===== src/rtl/sg_pkg.sv =====
// Shared constants and types for the signal-generator write scheduler.
package sg_pkg;

  localparam int VOL_W  = 4;
  localparam int DATA_W = 5;
  localparam int ADDR_W = 3;

  localparam logic [ADDR_W-1:0] ADDR_PER_A = 3'd0;
  localparam logic [ADDR_W-1:0] ADDR_PER_B = 3'd1;
  localparam logic [ADDR_W-1:0] ADDR_VOL_A = 3'd2;
  localparam logic [ADDR_W-1:0] ADDR_VOL_B = 3'd3;
  localparam logic [ADDR_W-1:0] ADDR_VOL_N = 3'd4;
  localparam logic [ADDR_W-1:0] ADDR_EN    = 3'd5;

  typedef enum logic [1:0] {IDLE, LOAD, WAIT, STEP} envState_t;

endpackage


===== src/rtl/sg_env_channel.sv =====
// One decay-envelope engine: ramps a volume register from PEAK down to 0,
// one write request per TICK_DIV-cycle step.
module sg_env_channel
  import sg_pkg::*;
#(
  parameter int                TICK_DIV = 4096,
  parameter int                TICK_W   = 12,
  parameter int                PEAK     = 15,
  parameter logic [ADDR_W-1:0] VOL_ADDR = ADDR_VOL_A
) (
  input  logic              clk,
  input  logic              rst_n,
  input  logic              trig,
  input  logic              envEn,
  input  logic              grant,
  input  logic              hostGrant,
  input  logic [ADDR_W-1:0] hostAddr,
  output logic              req,
  output logic [ADDR_W-1:0] reqAddr,
  output logic [DATA_W-1:0] reqData,
  output logic              busy
);

  envState_t         state, stateNxt;
  logic [VOL_W-1:0]  level, levelNxt;
  logic [TICK_W-1:0] tick, tickNxt;
  logic              abort;

  // A host write landing on our volume register wins, and the envelope stops.
  assign abort   = hostGrant && (hostAddr == VOL_ADDR);
  assign req     = (state == LOAD) || (state == STEP);
  assign reqAddr = VOL_ADDR;
  assign reqData = {1'b0, level};
  assign busy    = (state != IDLE);

  always_comb begin
    stateNxt = state;
    levelNxt = level;
    tickNxt  = tick;
    case (state)
      IDLE: ;
      LOAD: if (grant) begin
        stateNxt = WAIT;
        tickNxt  = '0;
      end
      WAIT: if (tick == TICK_W'(TICK_DIV - 1)) begin
        stateNxt = STEP;
        levelNxt = level - VOL_W'(1);
      end else begin
        tickNxt = tick + TICK_W'(1);
      end
      STEP: if (grant) begin
        stateNxt = (level != '0) ? WAIT : IDLE;
        tickNxt  = '0;
      end
      default: stateNxt = IDLE;
    endcase
    // A write granted this cycle still goes out; anything ungranted is dropped.
    if (!envEn || abort) stateNxt = IDLE;
    if (trig && envEn) begin
      stateNxt = LOAD;
      levelNxt = VOL_W'(PEAK);
    end
  end

  always_ff @(posedge clk or negedge rst_n) begin
    if (!rst_n) begin
      state <= IDLE;
      level <= '0;
      tick  <= '0;
    end else begin
      state <= stateNxt;
      level <= levelNxt;
      tick  <= tickNxt;
    end
  end

endmodule


===== src/rtl/sg_write_scheduler.sv =====
// Arbitrates the signal generator's register-write bus between a buffered
// host port and two envelope engines; one registered write per cycle.
module sg_write_scheduler
  import sg_pkg::*;
#(
  parameter int TICK_DIV = 4096,
  parameter int TICK_W   = 12,
  parameter int PEAK     = 15
) (
  input  logic              clk,
  input  logic              rst_n,
  input  logic              host_valid,
  output logic              host_ready,
  input  logic [ADDR_W-1:0] host_addr,
  input  logic [DATA_W-1:0] host_data,
  input  logic [1:0]        trig,
  input  logic [1:0]        env_en,
  output logic              wr_strobe,
  output logic [ADDR_W-1:0] wr_addr,
  output logic [DATA_W-1:0] wr_data,
  output logic [1:0]        env_busy
);

  logic              holdFull, holdFullNxt;
  logic [ADDR_W-1:0] holdAddr;
  logic [DATA_W-1:0] holdData;
  logic              lastHost;
  logic              rrLast;
  logic              hostAccept, hostGrant, anyEnv, envPick;
  logic [1:0]        envReq, envGrant;
  logic [ADDR_W-1:0] envAddr [2];
  logic [DATA_W-1:0] envData [2];

  for (genvar ch = 0; ch < 2; ch++) begin : gChan
    sg_env_channel #(
      .TICK_DIV (TICK_DIV),
      .TICK_W   (TICK_W),
      .PEAK     (PEAK),
      .VOL_ADDR ((ch == 0) ? ADDR_VOL_A : ADDR_VOL_B)
    ) uChan (
      .clk       (clk),
      .rst_n     (rst_n),
      .trig      (trig[ch]),
      .envEn     (env_en[ch]),
      .grant     (envGrant[ch]),
      .hostGrant (hostGrant),
      .hostAddr  (holdAddr),
      .req       (envReq[ch]),
      .reqAddr   (envAddr[ch]),
      .reqData   (envData[ch]),
      .busy      (env_busy[ch])
    );
  end

  // Host holds priority unless it was granted last time and an envelope waits.
  always_comb begin
    hostAccept  = host_valid && host_ready;
    anyEnv      = |envReq;
    envPick     = (&envReq) ? ~rrLast : envReq[1];
    hostGrant   = holdFull && !(lastHost && anyEnv);
    envGrant    = '0;
    if (!hostGrant && anyEnv) envGrant[envPick] = 1'b1;
    holdFullNxt = hostAccept || (holdFull && !hostGrant);
  end

  always_ff @(posedge clk or negedge rst_n) begin
    if (!rst_n) begin
      host_ready <= 1'b0;
      holdFull   <= 1'b0;
      holdAddr   <= '0;
      holdData   <= '0;
      lastHost   <= 1'b0;
      rrLast     <= 1'b1;
      wr_strobe  <= 1'b0;
      wr_addr    <= '0;
      wr_data    <= '0;
    end else begin
      host_ready <= !holdFullNxt;
      holdFull   <= holdFullNxt;
      if (hostAccept) begin
        holdAddr <= host_addr;
        holdData <= host_data;
      end
      wr_strobe <= hostGrant || anyEnv;
      if (hostGrant) begin
        wr_addr  <= holdAddr;
        wr_data  <= holdData;
        lastHost <= 1'b1;
      end else if (anyEnv) begin
        wr_addr  <= envAddr[envPick];
        wr_data  <= envData[envPick];
        lastHost <= 1'b0;
        rrLast   <= envPick;
      end
    end
  end

endmodule

===== config.mk =====
export PLATFORM = sky130hd
export DESIGN_NAME = sg_write_scheduler
export DESIGN_NICKNAME = d
export VERILOG_FILES = /design/src/rtl/sg_pkg.sv /design/src/rtl/sg_env_channel.sv /design/src/rtl/sg_write_scheduler.sv
export SDC_FILE = /design/constraint.sdc
export NUM_CORES = 1
export LEC_CHECK = 0
export CAP_MARGIN = 15
export CORE_AREA = 2 2 65 83
export CTS_BUF_LIST = sky130_fd_sc_hd__clkbuf_16
export DETAILED_ROUTE_END_ITERATION = 7
export DIE_AREA = 0 0 67 85
export PLACE_DENSITY = 0.82
export SETUP_SLACK_MARGIN = 0.1
export SLEW_MARGIN = 5
export SYNTH_ARGS = -nofsm -noshare
export SYNTH_HDL_FRONTEND = slang
export SYNTH_SLANG_ARGS = --single-unit

===== constraint.sdc =====
create_clock -name clk -period 4.2 [get_ports clk]
set_input_delay 0.63 -clock clk [delete_from_list [all_inputs] [get_ports clk]]
set_output_delay 0.63 -clock clk [all_outputs]
set_load 0.1 [all_outputs]

* After elaboration in Yosys (flattened, before gate mapping) *
Cells that the tools add are included.

operators by class
  order comparisons = 3
  $add $sub $neg = 4
  reduce and logical (&&, ||, !) cells = 45
  muxes and demuxes = 42
  equal/unequal tests = 20
  bitwise operators = 3

operators by type and width
  operator               count
  $mux 12                4
  $pmux 12 s2            2
  $mux 4                 7
  $mux 2                 13
  $add 12x1->12 const B  2
  $eq 12x12->1 const B   2
  $mux 5                 4
  $reduce_bool 2->1      9
  $ne 4x4->1 const B     4
  $mux 3                 4
  $pmux 2 s3             2
  $logic_and 1x1->1      10
  $reduce_bool 5->1      2
  $eq 2x2->1 const B     4
  $ne 4x1->1 const B     2
  $reduce_and 2->1       4
  $reduce_and 4->1       2
  $reduce_bool 4->1      2
  $sub 4x1->4 const B    2
  $eq 3x2->1 const B     2
  $logic_or 1x1->1       6
  $reduce_and 3->1       2
  $reduce_or 2->1        3
  $logic_not 1->1        5
  other kinds (10)       18

word-level totals
  register bits after elaboration = 57
  bits of input ports = 15
  logic and storage cells = 132

* Logic depth before layout (Yosys ltp) *
Gate-level depths: netlist (run 1).

  depth in word-level cells = 13
  mapped depth = 6
  gate-level depth less buffers = 5

* Cells and area by module *
From an unflattened synthesis (run 1), not the netlist that was laid out.

second synthesis, totals
  cells, all modules = 330
  area, all modules = 3321.9 um2

modules (own cells, without submodules)
  module                           area an instance (um2)  times used  seq. area each (um2)  cells an instance
  sg_write_scheduler               1217.4                  1           526.8                 112
  sg_env_channel (gChan[0].uChan)  1058.5                  1           450.4                 109
  sg_env_channel (gChan[1].uChan)  1046.0                  1           450.4                 109

* Worst setup path before layout (run 1) *
OpenSTA, ideal clock, no wires.

  kind = register to register
  start = register host_ready
  end = register holdAddr[0]
  stages on the path, launching flop included = 3
  data required time = 4.075 ns
  buffers on the path = 0
  arrival time = 1.644 ns
  period minus slack after synthesis = 1.768 ns
  slack = 2.432 ns
  cell sequence = dfrtp_1 nand2_1 mux2_2

between the ends
  cells in the longest elaborated chain, start to end = 1

ends and longest elaborated chain
  what                      RTL line                  text
  start: declaration        sg_write_scheduler.sv:13  output logic host_ready,
  start signal: assignment  sg_write_scheduler.sv:78  host_ready <= !holdFullNxt;
  $logic_and 1x1->1         sg_write_scheduler.sv:57  hostAccept = host_valid && host_ready;
  end signal: assignment    sg_write_scheduler.sv:81  holdAddr <= host_addr;
  end: declaration          sg_write_scheduler.sv:25  logic [ADDR_W-1:0] holdAddr;

Every way passes these cells.
A chain may end at the register's enable or synchronous reset.

* Final worst setup path (run 1) *
  start = register gChan[0].uChan.state[0]
  end = output port env_busy[0]

between the ends
  cells in the longest elaborated chain, start to end = 1

ends and longest elaborated chain
  what                      RTL line                  text
  start: declaration        sg_env_channel.sv:24      envState_t state, stateNxt;
  start signal: assignment  sg_env_channel.sv:72      state <= stateNxt;
  $reduce_bool 2->1         sg_env_channel.sv:34      assign busy = (state != IDLE);
  end: declaration          sg_write_scheduler.sv:21  output logic [1:0] env_busy

Every way passes these cells.

==> results of run 1 <==
per-stage QoR:
| step | hold slack, ps | util (%) | total power, mW | instance area (sq um) | instances |
|---|---|---|---|---|---|
| floorplan | 334 | - | 1.24 | 2920 | 280 |
| global placement | 475 | 65.1 | 1.40 | 3210 | 361 |
| detailed placement | 484 | 65.1 | 1.41 | 3210 | 361 |
| CTS | 367 | 70.7 | 2.09 | 3490 | 376 |
| global route | 414 | 70.7 | 2.16 | 3490 | 376 |
| finish | 343 | 70.7 | 2.09 | 3490 | 376 |
synth_stat cells (8+ instances only):
master / count / area share, %
a21oi_1: 14 / 2.4
dfrtp_1: 56 / 48
inv_1: 12 / 1.5
mux2_2: 8 / 3.1
mux2i_1: 8 / 2.7
nand2_1: 27 / 3.5
nand3_1: 8 / 1.4
nor2_1: 14 / 1.8
nor3_1: 9 / 1.5
o21ai_0: 12 / 2.1
o31ai_1: 8 / 2.1
sequential cells by signal, indices dropped and copies added (netlist names), 3 cells and up:
signal	count
holdData	5
gChan.uChan.tick	24
wr_addr	3
holdAddr	3
gChan.uChan.state	4
gChan.uChan.level	8
wr_data	5
area by class of cell:
type | instances | area [sq um] | share of cell area, %
clock inverters | 6 | 50.0 | 1.43
inverters | 13 | 48.8 | 1.40
multi-input cells | 202 | 1400 | 40.1
flip-flops and latches | 57 | 1430 | 40.9
clock buffers | 9 | 225 | 6.45
repair buffers | 27 | 263 | 7.53
well taps | 62 | 77.6 | 2.22
per-layer routing:
| layer | global-route usage [%] | wire length (um) | up-vias |
|---|---|---|---|
| met4 | 13.2 | 127 | 0 |
| met2 | 41.4 | 3330 | 61 |
| met1 | 30.1 | 2580 | 1154 |
| met3 | 5.70 | 273 | 15 |
| li1 | - | - | 1110 |
| met5 | 0 | 0 | - |
how the worst max path moves through the flow:
stage                             end                     from  depth (start not counted)  slack (ps)
after floorplan           holdAddr[0]               host_ready                          2        2430
after global placement    env_busy[0]  gChan[0].uChan.state[0]                          3        1700
after detailed placement  env_busy[0]  gChan[0].uChan.state[0]                          3        1680
after CTS                 env_busy[0]  gChan[0].uChan.state[0]                          3        1330
after global routing      env_busy[0]  gChan[0].uChan.state[0]                          3        1240
final                     env_busy[0]  gChan[0].uChan.state[0]                          3        1320
cells by family after synthesis:
family / synth area share [%]
muxes: 5.83
xor gates and xnor gates: 1.20
adders and majority gates: 1.71
buffers and inverters: 3.26
AOI/OAI and AO/OA: 15.2
and+or+nand+nor: 24.0
DFF: 48.9
power by group through the flow:
stage,combinational [mW],sequential (mW),clock [mW]
floorplan,0.231,1.01,0
global placement,0.673,0.725,0
detailed placement,0.677,0.728,0
CTS,0.682,0.724,0.686
global route,0.718,0.736,0.709
finish,0.680,0.725,0.682
==> flow_metrics.tcl, run 1 <==
set metrics [dict create \
    p_clk_share_pct 32.7 \
    die_area_sq_um 5700 \
    p_int_mw 1.28 \
    num_vias 2340 \
    power_frac_seq_pct 34.7 \
    setup_tns_ps 0 \
    cts_setup_buffers 0 \
    dr.pass1.iters 5 \
    leakagePower_nw 1.48 \
    crit_family "buffers and inverters" \
    grt_pass1_vias 2316 \
    core_area_sq_um 4930 \
    worstPathMaxFanout 17 \
    cp-start-kind "flip-flop" \
    finClkSkew_ps 5.78 \
    rsz0062_at_grt "no" \
    tightestPinTransition_ps 1110 \
    cts_tree "built" \
    antenna_left 0 \
    fin_crit_sh_pct 68.6 \
    wl_per_cell_um 16.8 \
    grt_usage_pct 25.1 \
    worst-endpoint-arrival_ps 2250 \
    synth-seq-cells 57 \
    ir_worst_vdd_mv 0.510 \
    synth-async-reset-ratio_pct 100 \
    final_nets 329 \
    dpl_worst_slack_ps 1680 \
    syn_inst 280 \
    ys_dominant_reg_cell "dfrtp_1" \
    overflow 0 \
    net-switching-power_uw 812 \
    avgSynthCellArea_sq_um 10.4 \
    area_growth_pct 19.5 \
    numCtsBuffers 9 \
    setup_viol 0 \
    p_per_area_nw_per_um2 598 \
    clk_latency_ps 330 \
    crit_path_max_incr_delay_ps 1140 \
    slew_violations 0 \
    cts_resized 0 \
    cpMaxStageDelayCell "clkdlybuf4s50_1" \
    relSlewSlack_pct 25.7 \
    h-tree-depth 3 \
    cts_hold_buf 0 \
    synth_edf_count 0 \
    nFillCells 375 \
    drt_iter0_drc 161 \
    cts_root_buffer "clkbuf_16" \
    p_sw_share_pct 38.9 \
    clock_sinks 57 \
    antenna_found_initial 0 \
    worst-setup-path-type "reg2out" \
    wl_um 6310 \
    critPathBufInv 2 \
    synth_area_sq_um 2920 \
    path_clk_slew_ps 50 \
    hold_viol 0 \
    grt_max_degree 32 \
    synth.net_count 299 \
    cp-end-kind "primary output" \
    synth_warnings 0 \
    drc 0 \
    rows 29 \
    hold_class "in2async" \
    final_common_cell "dfrtp_1" \
    ios 27 \
    final_cell_mix "dfrtp_1 (56), nand2_1 (27), clkdlybuf4s50_1 (25), nor2_1 (14), a21oi_1 (14)" \
    worst_r2r_startpoint "gChan[0].uChan.state[0]" \
    io_buffers 26 \
    cap_viol_max_count 0 \
    gp_congestion 0.820 \
    initial_core_util_pct 59.2 \
    place_hpwl_um 4200 \
    finalWorstSetupSlack_ps 1320 \
    drive_gt1_share_pct 11.1 \
    yosysSeqAreaShare_pct 48.9 \
    cts_buffer_depth 2 \
    max_freq_ghz 0.347 \
    r2r_slack_ps 2270 \
    status "finished, final reports clean" \
    timing.rr.end "wr_data[3]" \
    crit_required_ps 3570 \
    chipWidth_um 67 \
    avgViaCountPerCell 6.22 \
    combPwrFrac_pct 32.6 \
    grt_pass1_wl_um 10700 \
    antennaDiodeCount 0 \
    ys_types 59 \
    rr_worst_depth 4 \
    period_minus_slack_ps 2880 \
    cp_cell_sequence "nor2_1, inv_1, clkdlybuf4s50_1" \
    die_y_um 85 \
]
Power figures use the tool's default switching activity.
==> inputs of run 2 (changes only) <==
Settings changed: CORE_AREA 2 2 65 83 to 2 2 68 86, DIE_AREA 0 0 67 85 to 0 0 70 88, PLACE_DENSITY 0.82 to 0.76.
Clock period 4.2 ns to 2.7 ns, I/O delays scaled along.
==> run 2 against run 1 <==
Worst hold slack got worse by 300 ps. Via count barely moved. Power rose by 60%. Global-route usage fell by 2.4 points. Critical endpoint is now gChan[1].uChan.level[2]. First-iteration DRC count rose by 15%. Largest power group is now clock.
==> flow_metrics.tcl, run 2 (synthesis results as in run 1) <==
set metrics [dict create \
    hold_class "in2async" \
    overflow 0 \
    setup_viol 0 \
    crit_family "simple AND/OR/NAND/NOR gates" \
    cpMaxStageDelayCell "nor4_4" \
    chipWidth_um 70 \
    wl_um 6500 \
    max_freq_ghz 0.549 \
    grt_pass1_wl_um 10900 \
    slew_violations 0 \
    cts_setup_buffers 0 \
    reg_top3 "gChan.uChan.tick (24), gChan.uChan.level (8)" \
    cts_tree "built" \
    crit_required_ps 2900 \
    finClkSkew_ps 7.20 \
    gp_congestion 0.883 \
    period_minus_slack_ps 1820 \
    hold_viol 0 \
    cts_root_buffer "clkbuf_16" \
    clock_sinks 57 \
    fin_area_sq_um 3510 \
    status "finished, final reports clean" \
    fin_util_pct 65.9 \
    cp-end-kind "flip-flop" \
    avgViaCountPerCell 6.14 \
    antenna_found_initial 0 \
    relSlewSlack_pct 60.0 \
    final_cell_mix "dfrtp_1 (56), nand2_1 (27), buf_4 (15), nor2_1 (14), a21oi_1 (14)" \
    placed_area_sq_um 3200 \
    setup_tns_ps 0 \
    grt_max_degree 23 \
    initial_core_util_pct 54.8 \
    power.total_mw 3.34 \
    cts_resized 0 \
    area_growth_pct 20.3 \
    worst-setup-path-type "reg2reg" \
    final_common_cell "dfrtp_1" \
    fin_crit_sh_pct 67.4 \
    dp.cells 365 \
    grt_pass1_vias 2304 \
    critPathBufInv 0 \
    num_vias 2338 \
    antenna_left 0 \
    crit_path_max_incr_delay_ps 560 \
    die_area_sq_um 6160 \
    worst-endpoint-arrival_ps 2020 \
    antennaDiodeCount 0 \
    numCtsBuffers 9 \
    dr.pass1.iters 4 \
    drc 0 \
    largest_register_ffs 24 \
    place_hpwl_um 4530 \
    io_buffers 26 \
    cp_cell_sequence "ha_1, nand4b_4, nor4_4, and4_1, nor2_1" \
    tightestPinTransition_ps 595 \
    worstPathMaxFanout 10 \
    h-tree-depth 3 \
    ir_worst_vdd_mv 1.03 \
    drive_gt1_share_pct 16.4 \
    cap_viol_max_count 0 \
    rows 30 \
    rsz0062_at_grt "no" \
    die_y_um 88 \
    final_nets 331 \
    clk_latency_ps 320 \
    cp-start-kind "flip-flop" \
    ios 27 \
    layoutNonFillerInstCount 381 \
    largest-register "gChan.uChan.tick" \
    drt_iter0_drc 185 \
    path_clk_slew_ps 50 \
    cts_hold_buf 0 \
    wl_per_cell_um 17.0 \
    p_per_area_nw_per_um2 951 \
    leakagePower_nw 1.51 \
    cts_buffer_depth 2 \
    grt_usage_pct 22.7 \
    core_area_sq_um 5330 \
]
## run 2: cell count changes in the layout (fill, tap and decap cells not counted), sizes merged
cell,delta
buf,+14
bufinv,+1
clkdlybuf4s50,-12
clkinv,-1
clkinvlp,+1
## run 2: power by group
group	switching [mW]	leakage, nW	internal (mW)	total, mW
clock network	0.376	0.150	0.796	1.17
logic	0.778	0.663	0.263	1.04
registers	0.118	0.700	1.01	1.13
total	1.27	1.51	2.07	3.34
## run 2: area by class of cell
| cell class | instances | area, sq um |
|---|---|---|
| Clock buffer | 9 | 225 |
| Clock inverter | 7 | 85.1 |
| Fill cell | 431 | 1820 |
| Inverter | 13 | 48.8 |
| Multi-Input combinational cell | 202 | 1400 |
| Sequential cell | 57 | 1430 |
| Tap cell | 64 | 80.1 |
| Timing Repair Buffer | 29 | 248 |
## run 2: worst paths after layout
path	startpoint	to	slack (ps)	cells after the start
min in group clk	holdData[4]	wr_data[4]	500	1
worst max-delay path	gChan[1].uChan.tick[0]	gChan[1].uChan.level[2]	880	5
worst min-delay path	rst_n	wr_data[2]	50	1
max in group asynchronous	rst_n	gChan[1].uChan.state[0]	1980	2
worst min register to register	holdData[4]	wr_data[4]	500	1
worst max register to register	gChan[1].uChan.tick[0]	gChan[1].uChan.level[2]	880	5
## run 2: layer usage
metal	vias up	share of wire, %	global-route usage (%)
li1	1116	-	-
met5	-	0	0
met1	1165	41	26.3
met4	0	1.9	11.0
met3	11	2.9	4.03
met2	46	54	41.0
## run 2: stage by stage
step	worst slack [ps]	hold slack [ps]
4_1_cts	866	55.7
2_1_floorplan	932	109
5_1_grt	712	79.9
3_3_place_gp	991	389
6_report	880	45.4
3_5_place_dp	916	394
==> inputs of run 3 (changes only) <==
Settings changed: CORE_AREA 2 2 68 86 to 2 2 71 90, DIE_AREA 0 0 70 88 to 0 0 73 92, PLACE_DENSITY 0.76 to 0.73.
Clock period 2.7 ns to 1.5 ns, I/O delays scaled along.
==> run 3 against run 2 <==
The run now ends with negative setup slack left. Flip-flop and latch count did not move. Die area up 9.0%. Wire length rose by 49%. Register-to-register slack got worse by 990 ps. Power grew 110%. Fmax increased by 13%. Global-route usage is 3.0 points higher. Via count grew 25%. First-iteration DRC count up 31%. Worst hold slack better by 390 ps. Non-clock buffer count increased by 71. Critical path depth is 1 higher. Largest cell class is now multi-input combinational cells. Largest power group is now combinational logic. Highest routed layer unchanged.
==> flow_metrics.tcl, run 3 (synthesis results as in run 1) <==
set metrics [dict create \
    fin_crit_sh_pct 108 \
    wl_um 9670 \
    cts_root_buffer "clkbuf_16" \
    wl_per_cell_um 21.1 \
    dp.cells 411 \
    period_minus_slack_ps 1610 \
    die_area_sq_um 6720 \
    crit_required_ps 1690 \
    placed_area_sq_um 3740 \
    drive_gt1_share_pct 49.7 \
    area_growth_pct 62.2 \
    p_per_area_nw_per_um2 1470 \
    layoutNonFillerInstCount 458 \
    largest-register "gChan.uChan.tick" \
    reg_top3 "gChan.uChan.tick (24), gChan.uChan.level (8)" \
    hold_viol 0 \
    status "finished, violations left" \
    io_buffers 26 \
    antenna_found_initial 0 \
    whs_ps 437 \
    grt_max_degree 58 \
    gp_congestion 0.794 \
    nFillCells 277 \
    overflow 0 \
    antennaDiodeCount 0 \
    fin_util_pct 79.4 \
    crit_family "simple AND/OR/NAND/NOR gates" \
    leakagePower_nw 2.07 \
    cap_viol_max_count 0 \
    worst-setup-path-type "reg2reg" \
    core_area_sq_um 5970 \
    critPathBufInv 1 \
    ir_worst_vdd_mv 1.57 \
    drt_iter0_drc 242 \
    clk_latency_ps 330 \
    power.total_mw 6.97 \
    largest_register_ffs 24 \
    dpl_worst_slack_ps -26.1 \
    place_hpwl_um 4990 \
    finalWorstSetupSlack_ps -115 \
    rsz0062_at_grt "yes" \
    cts_buffer_depth 2 \
    initial_core_util_pct 49.0 \
    num_vias 2933 \
    violations "negative setup slack" \
    cp_cell_sequence "ha_4, nand4b_4, nor4_4, buf_6, and4_1, nor2_1" \
    drc 0 \
    grt_usage_pct 25.7 \
    antenna_left 0 \
    finClkSkew_ps 6.36 \
    avgViaCountPerCell 6.40 \
    numCtsBuffers 9 \
    crit_path_max_incr_delay_ps 420 \
    fin_area_sq_um 4740 \
    die_y_um 92 \
    setup_tns_ps -1150 \
    final_cell_mix "buf_4 (51), dfrtp_1 (44), nand2_1 (22), buf_6 (19), buf_12 (14)" \
    ios 27 \
    max_freq_ghz 0.619 \
    grt_pass1_wl_um 13300 \
    cp-end-kind "flip-flop" \
    relSlewSlack_pct 66.7 \
    final_common_cell "buf_4" \
    grt_pass1_vias 2781 \
    slew_violations 0 \
    dr.pass1.iters 5 \
    hold_class "in2async" \
    rows 32 \
    h-tree-depth 3 \
    tightestPinTransition_ps 495 \
    cp-start-kind "flip-flop" \
    clock_sinks 57 \
    worst-endpoint-arrival_ps 1810 \
    path_clk_slew_ps 50 \
    cpMaxStageDelayCell "dfrtp_1" \
    worstPathMaxFanout 5 \
    chipWidth_um 73 \
    final_nets 404 \
    cts_tree "built" \
    setup_viol 19 \
]
==> run 3: tightest hold or removal path, cell delays in order <==
cell,delay (ps)
dlygate4sd3_1,520
buf_2,120
buf_12,290
==> run 3: layer usage <==
| metal | track usage, % | wire length, um |
|---|---|---|
| met1 | 29.0 | 3540 |
| met4 | 12.3 | 494 |
| met3 | 6.37 | 474 |
| met2 | 44.2 | 5160 |
| met5 | 0 | 0 |
==> run 3: cell type report <==
| class | count | area (sq um) | share of cell area [%] |
|---|---|---|---|
| clock buffer | 9 | 225 | 4.76 |
| clock inverter | 7 | 62.6 | 1.32 |
| timing repair buffer | 100 | 1030 | 21.7 |
| sequential | 57 | 1450 | 30.5 |
| inverter | 13 | 51.3 | 1.08 |
| tap | 68 | 85.1 | 1.80 |
| multi-input combinational | 204 | 1840 | 38.8 |
==> run 3: path summary, 6_finish.rpt <==
check | startpoint | depth (start not counted) | to | slack (ps)
setup / recovery | gChan[1].uChan.tick[1] | 6 | gChan[1].uChan.level[2] | -110
hold / removal | rst_n | 3 | gChan[0].uChan.tick[0] | 440
setup reg to reg | gChan[1].uChan.tick[1] | 6 | gChan[1].uChan.level[2] | -110
hold reg to reg | holdData[4] | 1 | wr_data[4] | 490
max in group asynchronous | rst_n | 3 | rrLast | 760
min in group clk | holdData[4] | 1 | wr_data[4] | 490
==> run 3: timing repair <==
item | 4_1_cts | 5_1_grt
endpoints found under the setup margin | 35 | 44
hold buffers | 1 | 0
pin swaps | 20 | 21
hold endpoints to repair | 56 | 0
gates resized for setup | 49 | 61
setup buffers | 12 | 16
gates cloned | 1 | 2
==> run 3: report_power, final <==
part / switching (mW) / total (mW) / internal (mW)
combinational: 1.68 / 2.83 / 1.16
clock: 0.717 / 1.98 / 1.27
sequential: 0.323 / 2.15 / 1.83
